===== src/rtl/pipe_hazard_ctrl.sv =====
// Stall/flush controller for a 5-stage in-order pipeline: per-register advance/hold/bubble,
// memory wait-state watchdog, and stall/flush event counters.
//
// state    | meaning
// ---------+---------------------------------------------------------------
// RUN      | no memory stall in progress, to_cnt idle at 0
// MEM_WAIT | MEM stage stalled on memory, to_cnt counts stalled cycles
module pipe_hazard_ctrl #(
   parameter int unsigned MEM_TIMEOUT = 255,
   parameter int unsigned TO_W        = 8,
   parameter int unsigned CNT_W       = 32
) (
   input  logic             clk,
   input  logic             rst,
   input  logic [4:0]       id_rs1_idx_i,
   input  logic [4:0]       id_rs2_idx_i,
   input  logic             id_rs1_used_i,
   input  logic             id_rs2_used_i,
   input  logic [4:0]       ex_rd_idx_i,
   input  logic             ex_is_load_i,
   input  logic             ex_busy_i,
   input  logic             ex_redirect_i,
   input  logic             mem_req_i,
   input  logic             mem_done_i,
   input  logic             trap_valid_i,
   output logic             pc_wen_o,
   output logic [1:0]       pc_sel_o,
   output logic             if_id_wen_o,
   output logic             id_ex_wen_o,
   output logic             ex_mem_wen_o,
   output logic             mem_wb_wen_o,
   output logic             if_id_flush_o,
   output logic             id_ex_flush_o,
   output logic             ex_mem_flush_o,
   output logic             mem_wb_flush_o,
   output logic             mem_abort_o,
   output logic             mem_timeout_o,
   output logic [CNT_W-1:0] stall_cnt_o,
   output logic [CNT_W-1:0] flush_cnt_o
);

   typedef enum logic [0:0] {
      RUN      = 1'b0,
      MEM_WAIT = 1'b1
   } state_t;

   localparam logic [1:0] PC_SEQ  = 2'b00;
   localparam logic [1:0] PC_BR   = 2'b01;
   localparam logic [1:0] PC_TRAP = 2'b10;

   state_t            state;
   state_t            state_nxt;
   logic [TO_W-1:0]   to_cnt;
   logic [TO_W-1:0]   to_cnt_nxt;
   logic [CNT_W-1:0]  stall_cnt;
   logic [CNT_W-1:0]  flush_cnt;

   logic rs1_hit;
   logic rs2_hit;
   logic load_use;
   logic timeout_hit;
   logic mem_stall;
   logic flush_evt;

   always_comb begin
      rs1_hit     = id_rs1_used_i && (id_rs1_idx_i == ex_rd_idx_i);
      rs2_hit     = id_rs2_used_i && (id_rs2_idx_i == ex_rd_idx_i);
      // x0 is never written, so a load targeting it cannot create a hazard
      load_use    = ex_is_load_i && (ex_rd_idx_i != 5'd0) && (rs1_hit || rs2_hit);
      timeout_hit = (state == MEM_WAIT) && (to_cnt == TO_W'(MEM_TIMEOUT)) && !mem_done_i;
      mem_stall   = mem_req_i && !mem_done_i;
   end

   always_comb begin
      pc_wen_o       = 1'b1;
      pc_sel_o       = PC_SEQ;
      if_id_wen_o    = 1'b1;
      id_ex_wen_o    = 1'b1;
      ex_mem_wen_o   = 1'b1;
      mem_wb_wen_o   = 1'b1;
      if_id_flush_o  = 1'b0;
      id_ex_flush_o  = 1'b0;
      ex_mem_flush_o = 1'b0;
      mem_wb_flush_o = 1'b0;
      mem_abort_o    = 1'b0;
      mem_timeout_o  = 1'b0;
      flush_evt      = 1'b0;
      state_nxt      = RUN;
      to_cnt_nxt     = '0;

      if (rst) begin
         pc_wen_o       = 1'b0;
         if_id_flush_o  = 1'b1;
         id_ex_flush_o  = 1'b1;
         ex_mem_flush_o = 1'b1;
         mem_wb_flush_o = 1'b1;
      end else if (trap_valid_i || timeout_hit) begin
         pc_sel_o       = PC_TRAP;
         if_id_flush_o  = 1'b1;
         id_ex_flush_o  = 1'b1;
         ex_mem_flush_o = 1'b1;
         // a trap carries its cause to WB; a timed-out op has nothing to retire
         mem_wb_flush_o = !trap_valid_i;
         mem_abort_o    = 1'b1;
         mem_timeout_o  = !trap_valid_i;
         flush_evt      = 1'b1;
      end else if (mem_stall) begin
         pc_wen_o       = 1'b0;
         if_id_wen_o    = 1'b0;
         id_ex_wen_o    = 1'b0;
         ex_mem_wen_o   = 1'b0;
         mem_wb_flush_o = 1'b1;
         state_nxt      = MEM_WAIT;
         to_cnt_nxt     = (state == RUN) ? TO_W'(1) : to_cnt + TO_W'(1);
      end else if (ex_busy_i) begin
         pc_wen_o       = 1'b0;
         if_id_wen_o    = 1'b0;
         id_ex_wen_o    = 1'b0;
         ex_mem_flush_o = 1'b1;
      end else if (ex_redirect_i) begin
         pc_sel_o       = PC_BR;
         if_id_flush_o  = 1'b1;
         id_ex_flush_o  = 1'b1;
         flush_evt      = 1'b1;
      end else if (load_use) begin
         pc_wen_o       = 1'b0;
         if_id_wen_o    = 1'b0;
         id_ex_flush_o  = 1'b1;
      end
   end

   always_ff @(posedge clk) begin
      if (rst) begin
         state     <= RUN;
         to_cnt    <= '0;
         stall_cnt <= '0;
         flush_cnt <= '0;
      end else begin
         state  <= state_nxt;
         to_cnt <= to_cnt_nxt;
         if (!pc_wen_o)
            stall_cnt <= stall_cnt + CNT_W'(1);
         if (flush_evt)
            flush_cnt <= flush_cnt + CNT_W'(1);
      end
   end

   assign stall_cnt_o = stall_cnt;
   assign flush_cnt_o = flush_cnt;

endmodule


===== config.mk =====
export PLATFORM = sky130hd
export DESIGN_NAME = pipe_hazard_ctrl
export DESIGN_NICKNAME = d
export VERILOG_FILES = /design/src/rtl/pipe_hazard_ctrl.sv
export SDC_FILE = /design/constraint.sdc
export NUM_CORES = 1
export LEC_CHECK = 0
export CAP_MARGIN = 10
export CELL_PAD_IN_SITES_DETAIL_PLACEMENT = 0
export CELL_PAD_IN_SITES_GLOBAL_PLACEMENT = 1
export CORE_UTILIZATION = 28
export DETAILED_ROUTE_END_ITERATION = 16
export PLACE_DENSITY = 0.75
export SYNTH_ARGS = -nofsm -noshare
export SYNTH_HDL_FRONTEND = slang
export SYNTH_SLANG_ARGS = --single-unit
export TNS_END_PERCENT = 50

===== constraint.sdc =====
create_clock -name clk -period 4.3 [get_ports clk]
set_clock_uncertainty 0.1 [all_clocks]
set_input_delay 0.645 -clock clk [delete_from_list [all_inputs] [get_ports clk]]
set_output_delay 0.645 -clock clk [all_outputs]
set_load 0.01 [all_outputs]

==> out/results.txt, run 1 <==
Status = completed
Vias in the first global route = 3367
Switching Share = 23.76%
Chip width = 117.5 um
Critical path's top delay family = buffers and inverters
CTS Buf Count = 9
IO Pins = 102
Worst Setup End Kind = output pin
Via density per instance = 5.072
Largest net degree at the start of global routing = 61
CP peak stage delay = 0.59 ns
Setup crit start kind = input pin
Number of flops mapped to enable cells by yosys = 0
Endpoints failing setup = 0
Fin crit share = 84.74%
Hold Slack = 0.3778 ns
Relative slew slack = 46.48%
Synth warn = 0
GRT Util Overall = 15.01%
Most frequent cells in the layout = clkdlybuf4s50_1, dfxtp_1, nor2_1
DP Area = 0.004857 mm^2
# Post-CTS Setup Buffers = 0
CP max-delay cell = clkdlybuf4s50_1
Longest Clk Path Bufs = 2
H-tree depth = 3
Clock power share = 44.9%
Most common cell after layout, fill and taps aside = clkdlybuf4s50_1
RSZ-0062 raised after global routing = false
VDD IR max = 0.0001726 V
Mapped Cells = 444
Row count = 41
Critical path class = in -> out
Hold_buf cts = 0
Setup TNS = 0 ns
Clk sinks = 73
Max Slew Vio Count = 0
GR Overflow Total = 0
Req. time, crit path = 3.56 ns
P per Cell Area = 286.3 mW/mm^2
Hold Fails Final Rpt = 0
Final WS setup = 0.6562 ns
Fin area = 0.005109 mm^2
Detail Route Antenna Nets = 0
Syn Nets = 472
Drt drc = 0
Synthesized cell area = 0.003732 mm^2
Port Buf Inserts = 100
Multi-input logic area = 0.002106 mm^2
Minimum clock period = 3.644 ns
DR WL/cell = 14.24 um
Internal Dissipation = 1115 uW
Psw = 347.5 uW
Fin nets = 562
Syn avg cell area = 8.406 um^2
CTS tree = built
Root Buffer = clkbuf_16
Pre-CTS WS = 0.6324 ns
CORE AREA = 0.01282 mm^2
Filler cells = 1305
Distinct cells, synth = 43
FF/Latch Area = 0.001461 mm^2
N_diodes = 0
Die extent in y = 117.5 um
CP max FO = 3
Share of flip-flops with an asynchronous set or reset = 0%
Max frequency = 0.2744 GHz
DR iter-0 viols = 179
Routed WL = 10090 um
Post-DP HPWL = 7134 um
Layout cell share with drive strength beyond 1 = 5.773%
Yosys reg bits = 73
Vias = 3596
Top_reg_cell synth = dfxtp_1
Pre-Repair DR Iteration Count = 4
# Max-Cap Violations = 0
Layout area overhead = 36.88%
Sequential share of the synthesized area = 39.16%
Hold/Removal Path Class = reg -> reg
Register clock-pin slew on the reported worst setup and hold paths = 0.06 ns
Initial antenna violation count = 0
Gate power share = 8.2%
Worst-path cell chain = clkdlybuf4s50_1 > or4_1 > o21ai_0 > inv_1 > a211oi_4 > nor2_1 > nor2_1 > clkdlybuf4s50_1
PostCTS Resize Cnt = 0
Sequential share of power = 46.9%
First-pass GRT wire length = 16860 um
Worst-skew pair later-pin latency = 0.33 ns
Final Wtd Congestion = 0.7705
Lkg Pwr = 0.001613 uW
Initial Util = 29.10%
WP buf/inv = 3
Die ar. = 0.01380 mm^2
Crit path DAT = 2.90 ns
Worst Tran Pin Value = 0.8011 ns
[power by group through the flow]
stage / Combinational [uW] / Sequential, uW / Clock (uW)
after global routing: 132 / 687 / 709
after floorplan: 61.9 / 701 / 0
after CTS: 121 / 686 / 680
final: 119 / 686 / 657
after global placement: 119 / 701 / 0
after detailed placement: 121 / 701 / 0
[synth_stat cells (2+ instances only)]
master	n	share of area, %
a21oi_1	38	5.1
and2_1	3	0.50
and3_1	7	1.2
and4_1	6	1.4
buf_2	6	0.80
buf_4	5	1.0
clkbuf_1	15	1.5
dfxtp_1	73	39
ha_1	3	1.0
inv_1	11	1.1
mux2_2	4	1.2
nand2_1	24	2.4
nand3_1	25	3.4
nand4_1	15	2.5
nand4_2	2	0.67
nor2_1	48	4.8
nor2b_1	5	0.84
nor3_1	10	1.3
nor4_1	4	0.67
o211ai_1	2	0.40
o21ai_0	17	2.3
o31ai_1	24	4.8
or3_1	16	2.7
or4_1	24	4.8
xnor2_1	29	6.8
xor2_1	11	2.6
[routing by layer]
layer	GRT usage [%]	vias to the layer above	wire, um
met5	0	-	0
met4	6.250	0	216
met3	3.343	14	432
met2	24.33	80	4547
met1	19.18	1707	4895
li1	-	1795	-
[cells by family (layout without fill, tap and decap cells)]
group / Yosys count / after routing / synth area share [%]
and+or+nand+nor: 200 / 200 / 30.77
xor gates and xnor gates: 40 / 40 / 9.386
other: 1 / 1 / 0.1005
buffers and inverters: 37 / 130 / 4.425
AOI/OAI and AO/OA: 86 / 86 / 13.95
muxes: 4 / 4 / 1.207
adders and majority gates: 3 / 3 / 1.006
DFF: 73 / 73 / 39.16
[worst paths after layout]
path,from,endpoint,slack (ns),depth (start not counted)
max,ex_rd_idx_i[0],pc_wen_o,0.66,8
min,state,to_cnt[0],0.38,1
max reg2reg,to_cnt[0],stall_cnt_o[30],1.69,8
min reg2reg,state,to_cnt[0],0.38,1
[through the flow]
step                power (uW)  instances  utilization [%]
detailed placement       821.9        695            37.87
floorplan                763.4        444                -
global route              1528        709            39.83
CTS                       1487        709            39.83
global placement         819.6        695            37.87
finish                    1463        709            39.83
[sequential cells by signal (all words and copies together) (netlist names)]
| signal | cells |
|---|---|
| stall_cnt_o | 32 |
| state | 1 |
| to_cnt | 8 |
| flush_cnt_o | 32 |
[layout make-up]
cell class              instances  area share (%)
flip-flops and latches         73           28.61
clock inverters                 4          0.4409
well taps                     172           4.213
clock buffers                  10           4.482
multi-input cells             334           41.22
repair buffers                105           20.23
inverters                      11          0.8082
Power figures use the tool's default switching activity.
==> run 2, diff against run 1 <==
Settings changed: PLACE_DENSITY 0.75 to 0.77.
Clock period 4.3 ns to 3.3 ns, I/O delays scaled along.
==> run 2 against run 1 <==
Effect of this change: clock power rose by 54%; register-to-register slack got worse by 0.99 ns; sequential cell count stayed put; sequential share of layout area down 0.78 points; final area rose by 2.8%; total power grew 42%; worst hold slack improved by 0.011 ns; global-route usage decreased by 0.16 points; via count is 1.7% higher; utilization up 1.1 points; combinational power rose by 38%; die area stayed put; largest power group is now clock.
==> out/results.txt, run 2 (synthesis results as in run 1) <==
CTS Buf Count = 9 (unchanged)
Worst Setup End Kind = output pin (unchanged)
Minimum clock period = 3.097 ns
Most frequent cells in the layout = clkdlybuf4s50_1, dfxtp_1, nor2_1 (unchanged)
Worst-path cell chain = clkdlybuf4s50_1 > buf_4 > xnor2_1 > nand4_1 > o22ai_2 > a21oi_1 > o31ai_1 > clkdlybuf4s50_1 (was clkdlybuf4s50_1 > or4_1 > o21ai_0 > inv_1 > a211oi_4 > nor2_1 > nor2_1 > clkdlybuf4s50_1)
Initial antenna violation count = 0 (unchanged)
CTS tree = built (unchanged)
Chip width = 117.5 um (unchanged)
Layout area overhead = 40.70% (was 36.88%)
First-pass GRT wire length = 16530 um (was 16860 um)
GR Util met3 = 4.651% (was 3.343%)
Vias = 3657 (was 3596)
Fin crit share = 93.85%
Final Wtd Congestion = 0.7625 (was 0.7705)
Relative slew slack = 51.27% (was 46.48%)
# Max-Cap Violations = 0 (unchanged)
Layout cell share with drive strength beyond 1 = 8.044% (was 5.773%)
CP peak stage delay = 0.59 ns (about the same)
Hold Fails Final Rpt = 0 (unchanged)
VDD IR max = 0.0002308 V (was 0.0001726 V)
Status = completed (unchanged)
CP max-delay cell = clkdlybuf4s50_1 (unchanged)
Most common cell after layout, fill and taps aside = clkdlybuf4s50_1 (unchanged)
Final Util = 40.95% (was 39.83%)
Hold/Removal Path Class = reg -> reg (unchanged)
P per Cell Area = 394.4 mW/mm^2 (was 286.3 mW/mm^2)
Most Crowded Layer GR = met2 (unchanged)
WP buf/inv = 3 (unchanged)
Longest Clk Path Bufs = 2 (unchanged)
RSZ-0062 raised after global routing = false (unchanged)
Via density per instance = 5.086 (was 5.072)
GRT met1 Usage = 18.65% (was 19.18%)
Initial Util = 29.10% (unchanged)
Max Slew Vio Count = 0 (unchanged)
GRT Util Overall = 14.86% (was 15.01%)
Lkg Pwr = 0.001690 uW (was 0.001613 uW)
Vias in the first global route = 3358 (was 3367)
Max frequency = 0.3229 GHz
Endpoints failing setup = 0 (unchanged)
Fin nets = 570 (was 562)
GR Overflow Total = 0 (unchanged)
Most frequent CP cell = clkdlybuf4s50_1
Hold_buf cts = 0 (unchanged)
Drt drc = 0 (unchanged)
Die extent in y = 117.5 um (unchanged)
Die ar. = 0.01380 mm^2 (unchanged)
Largest net degree at the start of global routing = 59 (was 61)
N_diodes = 0 (unchanged)
CP max FO = 2 (was 3)
Routed WL = 9996 um (was 10090 um)
DR iter-0 viols = 197 (was 179)
Register clock-pin slew on the reported worst setup and hold paths = 0.05 ns (was 0.06 ns)
Req. time, crit path = 2.70 ns (was 3.56 ns)
DR WL/cell = 13.90 um (was 14.24 um)
Row count = 41 (unchanged)
Worst Tran Pin Value = 0.7278 ns (was 0.8011 ns)
Port Buf Inserts = 100 (unchanged)
Pre-CTS WS = -0.02920 ns (was 0.6324 ns)
H-tree depth = 3 (unchanged)
Worst-skew pair later-pin latency = 0.33 ns (about the same)
Met2 Use GR = 23.71% (was 24.33%)
Pre-Repair DR Iteration Count = 4 (unchanged)
Final WS setup = 0.2030 ns (was 0.6562 ns)
Root Buffer = clkbuf_16 (unchanged)
DP Area = 0.004910 mm^2 (was 0.004857 mm^2)
Post-DP HPWL = 7014 um (was 7134 um)
Critical path's top delay family = buffers and inverters (unchanged)
IO Pins = 102 (unchanged)
Clk sinks = 73 (unchanged)
Setup crit start kind = input pin (unchanged)
Crit path DAT = 2.50 ns (was 2.90 ns)
CORE AREA = 0.01282 mm^2 (unchanged)
Detail Route Antenna Nets = 0 (unchanged)
Critical path class = in -> out (unchanged)
Fin area = 0.005251 mm^2 (was 0.005109 mm^2)
run 2: path summary, 6_finish.rpt:
check	startpoint	end	slack, ns	depth (start not counted)
worst max register to register	to_cnt[0]	flush_cnt_o[31]	0.70	9
worst min-delay path	to_cnt[0]	to_cnt[0]	0.39	1
worst max-delay path	ex_rd_idx_i[4]	id_ex_flush_o	0.20	8
worst min register to register	to_cnt[0]	to_cnt[0]	0.39	1
run 2: final cells by class:
type / count / area (um^2)
sequential: 73 / 1461
inverter: 11 / 41.29
timing repair buffer: 113 / 1097
clock buffer: 14 / 274.0
multi-input combinational: 334 / 2127
clock inverter: 2 / 35.03
tap: 172 / 215.2
fill: 1298 / 7574
run 2: through the flow:
stage / total power, uW / hold slack [ns] / cells / setup TNS [ns]
2_1_floorplan: 994.8 / 0.3484 / 444 / 0
3_3_place_gp: 1075 / 0.3684 / 702 / -0.04499
3_5_place_dp: 1077 / 0.3798 / 702 / -0.02920
4_1_cts: 2102 / 0.3908 / 718 / 0
5_1_grt: 2156 / 0.4187 / 719 / 0
6_report: 2071 / 0.3887 / 719 / 0
run 2: where the power goes:
group	switching [uW]	internal [uW]	total, uW
combinational	87.3	76.2	164
clock	366	647	1010
sequential	7.62	887	895
run 2: timing repair:
| item | CTS | global route |
|---|---|---|
| resized for setup | 1 | 7 |
| buffers inserted | 0 | 1 |
| pin swaps | 0 | 2 |
| setup endpoints to repair | 1 | 3 |
run 2: metal layers:
metal | vias up | part of all wire (%)
met5 | - | 0
met4 | 0 | 1.3
met3 | 9 | 6.1
met2 | 87 | 46
met1 | 1739 | 47
li1 | 1822 | -
==> run 3, diff against run 2 <==
Settings changed: CORE_ASPECT_RATIO set to 1.4.
==> run 3 against run 2 <==
Effect of this change: maximum frequency fell by 0.63%; register-to-register slack improved by 0.03 ns; global-route usage rose by 0.81 points; final area barely moved; largest cell class unchanged; utilization fell by 0.33 points; sequential share of layout area barely moved; non-clock buffer count fell by 1; largest power group unchanged; first-iteration DRC count fell by 26%; clock power rose by 6%.
==> out/results.txt, run 3 (synthesis results as in run 1) <==
Status = completed (unchanged)
Final Wtd Congestion = 0.7650 (was 0.7625)
Largest net degree at the start of global routing = 61 (was 59)
Die ar. = 0.01380 mm^2 (about the same)
Worst Tran Pin Value = 0.8759 ns (was 0.7278 ns)
Setup TNS = 0 ns (unchanged)
Vias in the first global route = 3519 (was 3358)
Detail Route Antenna Nets = 0 (unchanged)
Clk sinks = 73 (unchanged)
CP max FO = 2 (unchanged)
Setup crit start kind = input pin (unchanged)
Final Util = 40.61% (was 40.95%)
Req. time, crit path = 2.70 ns (about the same)
Die extent in y = 138.6 um (was 117.5 um)
Routed WL = 10520 um (was 9996 um)
Minimum clock period = 3.116 ns (was 3.097 ns)
Worst-path cell chain = clkdlybuf4s50_1 > buf_4 > xnor2_1 > nand4_1 > o22ai_2 > a21oi_1 > o31ai_1 > clkdlybuf4s50_1 (unchanged)
Crit path DAT = 2.52 ns (was 2.50 ns)
H-tree depth = 3 (unchanged)
RSZ-0062 raised after global routing = false (unchanged)
DR WL/cell = 14.53 um (was 13.90 um)
DP Area = 0.004917 mm^2 (was 0.004910 mm^2)
N_diodes = 0 (unchanged)
Worst-skew pair later-pin latency = 0.33 ns (about the same)
Worst Setup End Kind = output pin (unchanged)
Total chip power = 2125 uW (was 2071 uW)
VDD IR max = 0.0002601 V (was 0.0002308 V)
Hold/Removal Path Class = reg -> reg (unchanged)
Fin crit share = 94.44% (was 93.85%)
Fin nets = 569 (was 570)
Drt drc = 0 (unchanged)
GR Overflow Total = 0 (unchanged)
CTS Buf Count = 9 (unchanged)
DR iter-0 viols = 145 (was 197)
Layout area overhead = 40.76% (was 40.70%)
Initial antenna violation count = 0 (unchanged)
Port Buf Inserts = 100 (unchanged)
Max frequency = 0.3209 GHz (was 0.3229 GHz)
Post-DP HPWL = 7440 um (was 7014 um)
Longest Clk Path Bufs = 2 (unchanged)
Layout cell share with drive strength beyond 1 = 7.326% (was 8.044%)
Relative slew slack = 41.35% (was 51.27%)
Via density per instance = 5.001 (was 5.086)
CP peak stage delay = 0.60 ns (was 0.59 ns)
Endpoints failing setup = 0 (unchanged)
# Max-Cap Violations = 0 (unchanged)
Root Buffer = clkbuf_16 (unchanged)
CP max-delay cell = clkdlybuf4s50_1 (unchanged)
Max Slew Vio Count = 0 (unchanged)
First-pass GRT wire length = 17320 um (was 16530 um)
GRT Util Overall = 15.67% (was 14.86%)
Vias = 3621 (was 3657)
Initial Util = 28.85% (was 29.10%)
Chip width = 99.58 um (was 117.5 um)
IO Pins = 102 (unchanged)
Most frequent CP cell = clkdlybuf4s50_1 (unchanged)
Row count = 49 (was 41)
Most common cell after layout, fill and taps aside = clkdlybuf4s50_1 (unchanged)
CORE AREA = 0.01294 mm^2 (was 0.01282 mm^2)
Most frequent cells in the layout = clkdlybuf4s50_1, dfxtp_1, nor2_1 (unchanged)
Critical path class = in -> out (unchanged)
Lkg Pwr = 0.001686 uW (was 0.001690 uW)
Register clock-pin slew on the reported worst setup and hold paths = 0.06 ns (was 0.05 ns)
P per Cell Area = 404.4 mW/mm^2 (was 394.4 mW/mm^2)
Fin area = 0.005254 mm^2 (was 0.005251 mm^2)
CTS tree = built (unchanged)
Pre-Repair DR Iteration Count = 4 (unchanged)
Hold Fails Final Rpt = 0 (unchanged)
[run 3: changes by cell type in the layout (fill, tap and decap cells not counted), sizes merged]
cell / change
buf: -1
bufinv: +1
clkdlybuf4s50: +1
clkinv: -1
dlymetal6s2s: -1
[run 3: layout make-up]
type / instances / area [um^2]
multi-input combinational: 334 / 2117
sequential: 73 / 1461
clock buffer: 14 / 264.0
inverter: 11 / 41.29
timing repair buffer: 112 / 1087
clock inverter: 2 / 60.06
tap: 178 / 222.7
fill: 1308 / 7682
[run 3: metrics by stage]
stage          cells  hold slack [ns]  setup slack, ns
2_1_floorplan    444           0.3484           0.7191
3_3_place_gp     708           0.3636         -0.07519
3_5_place_dp     708           0.3711         -0.05852
4_1_cts          724           0.3858          0.01574
5_1_grt          724           0.4148          0.03802
6_report         724           0.3887           0.1835
[run 3: worst paths after layout]
check	from	end	slack, ns	cells after the start
hold reg to reg	stall_cnt_o[31]	stall_cnt_o[31]	0.39	2
hold / removal	stall_cnt_o[31]	stall_cnt_o[31]	0.39	2
setup / recovery	ex_rd_idx_i[2]	id_ex_flush_o	0.18	8
setup reg to reg	to_cnt[0]	flush_cnt_o[21]	0.73	8
[run 3: timing repair]
action	in CTS	in global routing
setup endpoints to repair	1	3
buffers inserted	0	0
hold buffers	0	0
pin swaps	0	0
resized for setup	1	3
[run 3: metal layers]
metal | vias up | track usage [%] | wire length [um] | part of all wire, %
met5 | - | 0 | 0 | 0
met4 | 0 | 7.276 | 224 | 2.1
met3 | 15 | 4.183 | 569 | 5.4
met2 | 80 | 27.30 | 5436 | 52
met1 | 1713 | 17.58 | 4291 | 41
li1 | 1813 | - | - | -
[run 3: power by group]
part | total, uW | internal (uW) | leakage [uW] | switching [uW]
Combinational | 162 | 74.9 | 0.000941 | 86.9
Sequential | 894 | 887 | 0.000589 | 7.11
Clock | 1070 | 704 | 0.000157 | 365
Total | 2120 | 1670 | 0.00169 | 459
[run 3: worst max-delay path: cells and delay by family]
| family | cells | cell delay, ns |
|---|---|---|
| xor+xnor | 1 | 0.17 |
| compound gates | 3 | 0.57 |
| buf+inv | 3 | 1.16 |
| simple gates | 1 | 0.12 |
